`src/rtl/egress_trans.sv`:
```
// egress_trans: PCIe TX egress adapter.
// Converts sop/eop framed internal beats to tlast framed core beats,
// byte-swaps every dword into core order, enforces framing (drops stray
// beats, discontinues TLPs cut short by a new sop), gates packet starts
// on the core TX buffer count and keeps optional debug counters.
// Optional feature macro: EGRESS_DBG_CNT_EN (debug counters present when defined).
module egress_trans #(
  parameter int DATA_W     = 64,
  parameter int KEEP_W     = DATA_W / 8,
  parameter int TUSER_W    = 4,
  parameter int BUF_AV_MIN = 1
) (
  input  logic               clk,
  input  logic               rst_n,
  output logic               s_axis_tx_tready,
  input  logic [DATA_W-1:0]  s_axis_tx_tdata,
  input  logic [KEEP_W-1:0]  s_axis_tx_tkeep,
  input  logic               s_axis_tx_sop,
  input  logic               s_axis_tx_eop,
  input  logic               s_axis_tx_tvalid,
  input  logic [TUSER_W-1:0] s_axis_tx_tuser,
  input  logic [5:0]         tx_buf_av,
  input  logic               m_axis_tx_tready,
  output logic [DATA_W-1:0]  m_axis_tx_tdata,
  output logic [KEEP_W-1:0]  m_axis_tx_tkeep,
  output logic               m_axis_tx_tlast,
  output logic               m_axis_tx_tvalid,
  output logic [TUSER_W-1:0] m_axis_tx_tuser,
  output logic [31:0]        tx_packet_len,
  output logic [31:0]        tx_sop_cnt,
  output logic [31:0]        tx_eop_cnt,
  output logic [31:0]        tx_err_cnt
);

  localparam int DW_N = DATA_W / 32;

  typedef enum logic {ST_IDLE = 1'b0, ST_PKT = 1'b1} state_t;

  state_t              state_q;
  logic [DATA_W-1:0]   mem_data_q [2];
  logic [KEEP_W-1:0]   mem_keep_q [2];
  logic                mem_last_q [2];
  logic [TUSER_W-1:0]  mem_user_q [2];
  logic                wr_ptr_q;
  logic                rd_ptr_q;
  logic [1:0]          count_q;
  logic [1:0]          count_d;

  logic                accept_s;
  logic                forward_s;
  logic                disc_s;
  logic                last_s;
  logic                push_s;
  logic                pop_s;
  logic                gate_s;
  logic [DATA_W-1:0]   data_push_s;
  logic [KEEP_W-1:0]   keep_push_s;
  logic [TUSER_W-1:0]  user_push_s;

  // Reverse the byte order inside each 32-bit dword.
  function automatic logic [DATA_W-1:0] dword_swap(input logic [DATA_W-1:0] d);
    logic [DATA_W-1:0] r;
    r = '0;
    for (int i = 0; i < DW_N; i++) begin
      r[i*32 +: 32] = {d[i*32 +: 8], d[i*32+8 +: 8], d[i*32+16 +: 8], d[i*32+24 +: 8]};
    end
    return r;
  endfunction

  // Packet starts wait for core buffers; an open packet is never stalled by the gate.
  always_comb begin
    gate_s           = (state_q == ST_IDLE) && (tx_buf_av < 6'(BUF_AV_MIN));
    s_axis_tx_tready = rst_n && (count_q < 2'd2) && !gate_s;
    accept_s         = s_axis_tx_tvalid && s_axis_tx_tready;
    pop_s            = m_axis_tx_tvalid && m_axis_tx_tready;
  end

  // Framing decode: decide whether the accepted beat is forwarded, ends a TLP or discontinues one.
  always_comb begin
    forward_s = 1'b0;
    disc_s    = 1'b0;
    last_s    = 1'b0;
    case (state_q)
      ST_IDLE: begin
        forward_s = s_axis_tx_sop;
        last_s    = s_axis_tx_eop;
      end
      ST_PKT: begin
        forward_s = 1'b1;
        if (s_axis_tx_sop) begin
          disc_s = 1'b1;
          last_s = 1'b1;
        end else begin
          last_s = s_axis_tx_eop;
        end
      end
      default: begin
        forward_s = 1'b0;
      end
    endcase
    push_s      = accept_s && forward_s;
    data_push_s = dword_swap(s_axis_tx_tdata);
    keep_push_s = disc_s ? {KEEP_W{1'b1}} : s_axis_tx_tkeep;
    user_push_s = s_axis_tx_tuser;
    if (disc_s) begin
      user_push_s[3] = 1'b1;
    end else begin
      user_push_s = s_axis_tx_tuser;
    end
  end

  // FIFO occupancy next state.
  always_comb begin
    case ({push_s, pop_s})
      2'b10:   count_d = count_q + 2'd1;
      2'b01:   count_d = count_q - 2'd1;
      default: count_d = count_q;
    endcase
  end

  // Two-entry FIFO storage and pointers.
  always_ff @(posedge clk) begin
    if (!rst_n) begin
      for (int i = 0; i < 2; i++) begin
        mem_data_q[i] <= '0;
        mem_keep_q[i] <= '0;
        mem_last_q[i] <= 1'b0;
        mem_user_q[i] <= '0;
      end
      wr_ptr_q <= 1'b0;
      rd_ptr_q <= 1'b0;
      count_q  <= 2'd0;
    end else begin
      if (push_s) begin
        mem_data_q[wr_ptr_q] <= data_push_s;
        mem_keep_q[wr_ptr_q] <= keep_push_s;
        mem_last_q[wr_ptr_q] <= last_s;
        mem_user_q[wr_ptr_q] <= user_push_s;
        wr_ptr_q             <= ~wr_ptr_q;
      end
      if (pop_s) begin
        rd_ptr_q <= ~rd_ptr_q;
      end
      count_q <= count_d;
    end
  end

  // Framing FSM, advanced only by accepted input beats.
  always_ff @(posedge clk) begin
    if (!rst_n) begin
      state_q <= ST_IDLE;
    end else if (accept_s) begin
      case (state_q)
        ST_IDLE: if (s_axis_tx_sop && !s_axis_tx_eop) state_q <= ST_PKT;
        ST_PKT:  if (s_axis_tx_sop || s_axis_tx_eop) state_q <= ST_IDLE;
        default: state_q <= ST_IDLE;
      endcase
    end
  end

  assign m_axis_tx_tvalid = (count_q != 2'd0);
  assign m_axis_tx_tdata  = mem_data_q[rd_ptr_q];
  assign m_axis_tx_tkeep  = mem_keep_q[rd_ptr_q];
  assign m_axis_tx_tlast  = mem_last_q[rd_ptr_q];
  assign m_axis_tx_tuser  = mem_user_q[rd_ptr_q];

`ifdef EGRESS_DBG_CNT_EN
  logic        first_q;
  logic [31:0] beats_q;
  logic [31:0] len_q;
  logic [31:0] sop_q;
  logic [31:0] eop_q;
  logic [31:0] err_q;

  // Core-side packet statistics counted on pops; framing errors counted on accepts.
  always_ff @(posedge clk) begin
    if (!rst_n) begin
      first_q <= 1'b1;
      beats_q <= 32'd0;
      len_q   <= 32'd0;
      sop_q   <= 32'd0;
      eop_q   <= 32'd0;
      err_q   <= 32'd0;
    end else begin
      if (pop_s) begin
        if (first_q) sop_q <= sop_q + 32'd1;
        if (m_axis_tx_tlast) begin
          len_q   <= beats_q + 32'd1;
          beats_q <= 32'd0;
          eop_q   <= eop_q + 32'd1;
          first_q <= 1'b1;
        end else begin
          beats_q <= beats_q + 32'd1;
          first_q <= 1'b0;
        end
      end
      if (accept_s && (!forward_s || disc_s)) begin
        err_q <= err_q + 32'd1;
      end
    end
  end

  assign tx_packet_len = len_q;
  assign tx_sop_cnt    = sop_q;
  assign tx_eop_cnt    = eop_q;
  assign tx_err_cnt    = err_q;
`else
  assign tx_packet_len = 32'd0;
  assign tx_sop_cnt    = 32'd0;
  assign tx_eop_cnt    = 32'd0;
  assign tx_err_cnt    = 32'd0;
`endif

endmodule
```
`config.mk`:
```
export PLATFORM = sky130hd
export DESIGN_NAME = egress_trans
export DESIGN_NICKNAME = d
export VERILOG_FILES = /design/src/rtl/egress_trans.sv
export SDC_FILE = /design/constraint.sdc
export NUM_CORES = 1
export LEC_CHECK = 0
export ABC_CLOCK_PERIOD_IN_PS = 8700
export BUFFER_PORTS_ARGS = -buffer_cell sky130_fd_sc_hd__buf_4
export CORE_MARGIN = 2
export CORE_UTILIZATION = 45
export CTS_CLUSTER_DIAMETER = 120
export DETAILED_ROUTE_END_ITERATION = 8
export PLACE_DENSITY = 0.82
export SYNTH_ARGS = -nofsm -noshare
export SYNTH_HDL_FRONTEND = slang
export SYNTH_SLANG_ARGS = --single-unit
```
`constraint.sdc`:
```
create_clock -name clk -period 8.7 [get_ports clk]
set_input_delay 0 -clock clk [delete_from_list [all_inputs] [get_ports clk]]
set_output_delay 0 -clock clk [all_outputs]
set_load 0.01 [all_outputs]
```
* After elaboration in Yosys (flattened, before gate mapping) *
Memories as Yosys holds them, arrays and structs flattened. A register that Yosys moved wholly into a read port is not among the register bits.
Index checks and enable logic that the tools add are counted.
W data, S select, Z words.

word-level totals
  bits of input ports = 88
  bits in writable memories = 154
  output and inout port bits = 207
  word-level logic and storage cells = 68
  memories = 4
  register bits after elaboration = 5

memories
  memory      depth  bits a word  rd ports  clocked after memory_dff  write ports  RTL line  source
  mem_data_q  2      64           1         1                         2            40        logic [DATA_W-1:0] mem_data_q [2];
  mem_keep_q  2      8            1         1                         2            41        logic [KEEP_W-1:0] mem_keep_q [2];
  mem_user_q  2      4            1         1                         2            43        logic [TUSER_W-1:0] mem_user_q [2];
  mem_last_q  2      1            1         1                         2            42        logic mem_last_q [2];

cells by class
  reductions and logical operators = 16
  muxes and demuxes = 35
  equality and inequality tests = 2
  bitwise operators = 3
  add/subtract/negate cells = 2
  order comparisons = 2

operators with widths
  kind                   count
  $mux W64               1
  $reduce_or A64 Y1      1
  $mux W1                27
  $mux W8                2
  $reduce_or A8 Y1       1
  $logic_and A1 B1 Y1    7
  $lt A6 B1 Y1 const B   1
  $pmux W1 S2            3
  $mux W4                1
  $pmux W2 S2            1
  $reduce_bool A2 Y1     2
  $reduce_or A4 Y1       1
  $not A1 Y1             3
  $add A2 B1 Y2 const B  1
  $eq A2 B1 Y1 const B   1
  $eq A2 B2 Y1 const B   1
  $logic_not A1 Y1       2
  $lt A2 B2 Y1 const B   1
  $sub A2 B1 Y2 const B  1
  $logic_or A1 B1 Y1     1
  $reduce_or A1 Y1       1

* Depth between registers and ports, before layout *
Gate-level depths: netlist of run 1.

  depth after elaboration = 11
  gate-level depth with buffers = 8
  gate-level depth less buffers = 8

* Least setup slack after synthesis of run 1 *
OpenSTA, ideal clock, no wires.

  path type = reg2reg
  start = register state_q
  end = memory mem_data_q[0][0], enable pin
  stages on the path, launching flop included = 6
  clock period less this slack = 3.028 ns
  data arrival time = 2.254 ns
  buffers on the path = 1
  required time = 7.927 ns
  library setup time = 0.773 ns
  setup slack = 5.672 ns
  cells stage by stage = dfxtp_1 > nor3_1 > nand2_2 > nand4b_1 > buf_2 > nand2_1

RTL lines
  item                      RTL line  source
  start: declaration        39        state_t state_q;
  start signal: assignment  151       state_q <= ST_IDLE;
  start signal: assignment  154       ST_IDLE: if (s_axis_tx_sop && !s_axis_tx_eop) state_q <= ST_PKT;
  start signal: assignment  155       ST_PKT: if (s_axis_tx_sop || s_axis_tx_eop) state_q <= ST_IDLE;
  end: declaration          40

==> impl_results.md, run 1 <==
* Outcome: complete, no violations
* Starting density of the core at 0.460
* Largest net degree at the start of global routing at a little under 80
* Hold Vio Cnt, Final at 0
* # rows at 48
* # DRC at 0
* I/O Pins at about 300
* All-Layer GR Usage at 0.160
* Lkg Pwr at approximately 4.4 nW
* Via Count at 4,703
* Final Setup Violations at 0
* Nets at 917
* Vias per Instance at 4.41
* Critical Path AT at about 2700 ps
* Hold crit path type: primary input to flop
* Layout cells sized above 1 at 0.365
* Sequential-to-total area share from yosys stat at 0.591
* Worst Hold End: rd_ptr_q
* Register area at 4730 um^2
* DP HPWL at slightly above 9000 um
* VDD IR max at 0.000135 V
* Seq cells post-synth at 160
* Core Area at 17,400 um^2
* Worst setup SP type: flop
* Vias in the first global route at 4,569
* Max-Cap Viols at 0
* R2R depth at 4
* Post-route ant nets at 0
* M1 WL at 6050 um
* Wirelength per Cell at around 15 um
* Die ar. at between 15,000 and 20,000 um^2
* Final Skew at 13.4 ps
* Hold Path Depth at 4
* CTS tree: yes
* Top cells by area, synth: edfxtp_1, buf_4, mux2_2, and2_1, and2_4
* Max FO, Critical Path at 76
* Clock Path Buffers at 2
* CTS Buf Count at 17
* DP Area at 8880 um^2
* Clk slew on worst S/H paths at about 60 ps
* Worst Path Required at a little under 9000 ps
* Yosys top cell area share at 0.571
* CTS sink cnt at 160
* Library cells used by synthesis at 32
* Chip width at 137 um
* Layout area overhead at 28.3%
* Total routed wirelength at 15,500 um
* Hold_sp: m_axis_tx_tready
* Antenna violations before repair at 0
* Placed Cells at about 950
* Fin crit share at 0.302
* Skew-Pair Late Insertion Delay at 420 ps
* Mapped Cells at 591
* First-pass GRT wire length at about 23,000 um
* Antenna cells at 0
* R2R Path End: mem_user_q[0][0]
* Max-slew violations at 0
* Metal3 WL at 839 um
* Initial DRT Pass Iterations at 4
* Fin Setup TNS at 0 ps
* Avg Synthesized Cell Area at 13.5 um^2
* Rel. slew slack at 0.257
* Setup repair bufs after CTS at 0
* CP endpoint kind: flop
* Fill count at 1,326
* Pwr dens at 199 nW/um^2
* DR top layer: met4
* Die H at 137 um
* Htree depth at 4
* Initial DRC Count at 274
* Slew at the pin with the worst max-slew slack at 1110 ps
* CTS root buf: clkbuf_16
* Leading area contributor after synthesis: edfxtp_1
* Max frequency at between 300 and 400 MHz
* Reg-to-reg startpoint: count_q[1]
* Routability cong. at 0.765
* Area occupied by multi-input gates at 2620 um^2
* Congestion Overflow GR at 0
* Post-route minimum period at between 2000 and 3000 ps
* R2R setup slack at roughly 6100 ps
* Syn. warnings at 0
* Mapped cell area at 7990 um^2
* Most common cell after layout, fill and taps aside: buf_4
* Crit path kind: flop to flop
* Routed met2 length at roughly 8300 um
* Most frequent cells in the layout: buf_4, edfxtp_1, conb_1
* Design Area, Final at 10,300 um^2
* Layout Cells excl Fill at 1,066
* PortBufs at 166
* Unrepaired setup endpoints after global routing: no
[worst max-delay path: stages, from the launching register on]
cell and delay [ps]:
dfxtp_1 340, nand2b_1 180, nor2_2 180, nand4b_1 480, nand2_4 960
[synth_stat cells, drive strengths merged]
master / count
nor2b: 2
nor2: 31
mux2: 77
edfxtp: 152
dfxtp: 8
nand2: 7
a32o: 1
xnor2: 3
inv: 1
and4b: 1
ha: 1
nor3: 1
nor4: 1
mux2i: 2
or2: 1
and3: 1
nand4b: 1
buf: 146
and3b: 1
nand2b: 1
o21ai: 2
conb: 1
and2: 137
nand4: 1
or3: 1
clkbuf: 9
a21boi: 1
[worst max path at each step]
stage                     startpoint                end  slack (ps)  cells after the start
after floorplan              state_q   mem_data_q[0][0]        5670                      5
after global placement    count_q[1]  mem_data_q[0][34]        6200                      4
after detailed placement  count_q[1]  mem_data_q[0][34]        6070                      4
after CTS                 count_q[1]  mem_data_q[0][32]        6090                      4
after global routing      count_q[1]  mem_data_q[0][27]        5840                      4
final                     count_q[1]   mem_user_q[0][0]        6070                      4
[flip-flops by register name, indices dropped and copies added (netlist names), named ones only]
signal,count
mem_keep_q,16
mem_data_q,128
rd_ptr_q,1
mem_user_q,8
state_q,1
wr_ptr_q,1
count_q,2
mem_last_q,2
[cell type report]
cell class / instances / area share
clock buffer: 19 / 0.0422
clock inverter: 13 / 0.0135
inverter: 1 / 0.000366
multi-input combinational: 402 / 0.256
sequential: 160 / 0.461
tap: 225 / 0.0275
timing repair buffer: 246 / 0.200
[report_power, final]
group	internal (mW)	switching, mW	total (mW)
combinational	0.211	0.167	0.378
sequential	0.898	0.0439	0.942
clock	0.422	0.296	0.719
total	1.53	0.507	2.04
[metrics by stage]
step / worst slack [ps] / util / total power, mW / hold slack (ps)
floorplan: 5670 / - / 1.19 / 174
global placement: 6200 / 0.512 / 1.30 / 286
detailed placement: 6070 / 0.512 / 1.31 / 288
CTS: 6090 / 0.591 / 2.06 / 21.9
global route: 5840 / 0.591 / 2.13 / 56.0
finish: 6070 / 0.591 / 2.04 / 31.8
[cell families (layout without fill, tap and decap cells)]
group / after synthesis / count (layout) / share of synthesized area
other: 1 / 128 / 0.000469
and+or+nand+nor: 187 / 187 / 0.147
adders and majority gates: 1 / 1 / 0.00157
muxes: 79 / 79 / 0.111
AOI/OAI and AO/OA: 4 / 4 / 0.00344
xor gates and xnor gates: 3 / 3 / 0.00329
buffers and inverters: 156 / 279 / 0.142
DFF: 160 / 160 / 0.591
[repair_timing]
action | in CTS | in global routing
hold buffers | 80 | 0
resized for setup | 0 | 0
hold endpoints to repair | 160 | 0
[routing by layer]
metal / vias to the layer above / GRT usage
met3: 15 / 0.0445
met2: 169 / 0.287
met5: - / 0
met4: 0 / 0.0596
li1: 2232 / -
met1: 2287 / 0.180
(Power assumes the default switching activity.)
==> inputs of run 2 (changes only) <==
Settings changed: ABC_CLOCK_PERIOD_IN_PS 8700 to 2550.
Clock period 8.7 ns to 2.55 ns, I/O delays scaled along.
==> run 2 against run 1 <==
  * Sequential power grew to 3.3 times the previous value
  * Utilization increased by 1.1 points
  * Non-clock buffer count up 11
  * Total power rose to 3.5 times the previous value
  * Largest power group unchanged
==> impl_results.md, run 2 (synthesis results as in run 1) <==
* Outcome: complete, no violations
* Fill count at 1,354
* Via Count at 4,808
* Placed Cells at 965
* VDD IR max at 0.000456 V
* Chip width at 137 um
* Hold crit path type: primary input to flop
* I/O Pins at 295
* Initial DRT Pass Iterations at 4
* Unrepaired setup endpoints after global routing: no
* Post-route ant nets at 0
* Layout cells sized above 1 at 0.378
* DP HPWL at just under 10,000 um
* All-Layer GR Usage at 0.166
* Antenna cells at 0
* Switching portion of total power at 0.251
* Routability cong. at 0.729
* CP endpoint kind: flop
* Layout Cells excl Fill at 1,077
* Starting density of the core at 0.460
* Rel. slew slack at 0.665
* Slew at the pin with the worst max-slew slack at 502 ps
* Vias in the first global route at around 4,700
* First-pass GRT wire length at 23,300 um
* # rows at 48
* WHS at roughly 33 ps
* Die ar. at 18,800 um^2
* Clk slew on worst S/H paths at 70 ps
* CTS tree: yes
* Fin crit share at 0.762
* Total routed wirelength at 16,100 um
* Layout area overhead at 30.6%
* Core Area at around 17,000 um^2
* Max-Cap Viols at 0
* Setup repair bufs after CTS at 0
* Antenna violations before repair at 1
* Biggest regs: mem_data_q x128, mem_keep_q x16, mem_user_q x8
* Vias per Instance at roughly 4.5
* Worst Path Required at 2910 ps
* Largest net degree at the start of global routing at 49
* Initial DRC Count at 189
* Total Power at 7.16 mW
* Part of the power in combinational logic at 0.195
* Max reg flops at 128
* Hold Vio Cnt, Final at 0
* Cell-internal power at 5.37 mW
* Worst setup SP type: flop
* Crit path kind: flop to flop
* Top reg by flops: mem_data_q
* Final Skew at 7.89 ps
* Most common cell after layout, fill and taps aside: buf_4
* Die H at 137 um
* Pwr dens at 686 nW/um^2
* CTS root buf: clkbuf_16
* Nets at approximately 930
* Clock power frac at 0.365
* Final Setup Violations at 0
* Congestion Overflow GR at 0
* # DRC at 0
* NetSw at roughly 1.8 mW
* CTS Buf Count at 17
* Skew-Pair Late Insertion Delay at 420 ps
* Max FO, Critical Path at 11
* Proportion of power drawn by flip-flops and latches at 0.440
* CTS sink cnt at 160
* Lkg Pwr at 4.49 nW
* Htree depth at 4
* PortBufs at 166
* Fin Setup TNS at 0 ps
* Most frequent cells in the layout: buf_4, edfxtp_1, conb_1
* Wirelength per Cell at between 10 and 15 um
* Critical Path AT at 2300 ps
* Max frequency at 515 MHz
* Clock Path Buffers at 2
* Post-route minimum period at 1940 ps
* Max-slew violations at 0
-- run 2: power by group through the flow --
stage / combinational, mW / sequential (mW) / clock [mW]
detailed placement: 1.29 / 3.21 / 0
floorplan: 0.912 / 3.15 / 0
finish: 1.40 / 3.15 / 2.62
global route: 1.50 / 3.17 / 2.77
global placement: 1.28 / 3.20 / 0
CTS: 1.40 / 3.16 / 2.66
-- run 2: path summary, 6_finish.rpt --
check | startpoint | slack (ps) | end | cells past startpoint
max | state_q | 610 | mem_last_q[0] | 6
min reg2reg | mem_last_q[1] | 480 | mem_last_q[1] | 2
max reg2reg | state_q | 610 | mem_last_q[0] | 6
min | m_axis_tx_tready | 30 | flop | 4
-- run 2: layer usage --
metal,up-vias,global-route usage,routed length (um)
li1,2260,-,-
met1,2354,0.183,6200
met2,171,0.309,8760
met3,21,0.0305,862
met4,2,0.0716,255
met5,-,0,11
-- run 2: through the flow --
step           utilization  cell area, um^2  setup slack [ps]
3_3_place_gp         0.520             9020               767
6_report             0.601            10400               607
4_1_cts              0.601            10400               585
3_5_place_dp         0.520             9020               698
2_1_floorplan            -             8470               251
5_1_grt              0.601            10400               489
-- run 2: worst max-delay path, stage by stage (launching register included) --
cell           delay (ps)
dfxtp_1               330
nor3_1                240
nand2_2               130
nand4b_1              190
buf_4                 220
mux2i_1               200
dlygate4sd3_1         570
-- run 2: final cells by class --
type                            instances  area (um^2)  area share
Sequential cell                       160         4730       0.453
Multi-Input combinational cell        402         2620       0.251
Timing Repair Buffer                  257         2190       0.210
Clock buffer                           17          425      0.0408
Tap cell                              225          282      0.0270
Clock inverter                         15          184      0.0176
Inverter                                1         3.75    0.000360
-- run 2: timing repair --
item	in CTS	in global routing
hold buffers	80	0
gates resized for setup	0	0
endpoints found under the hold margin	160	0
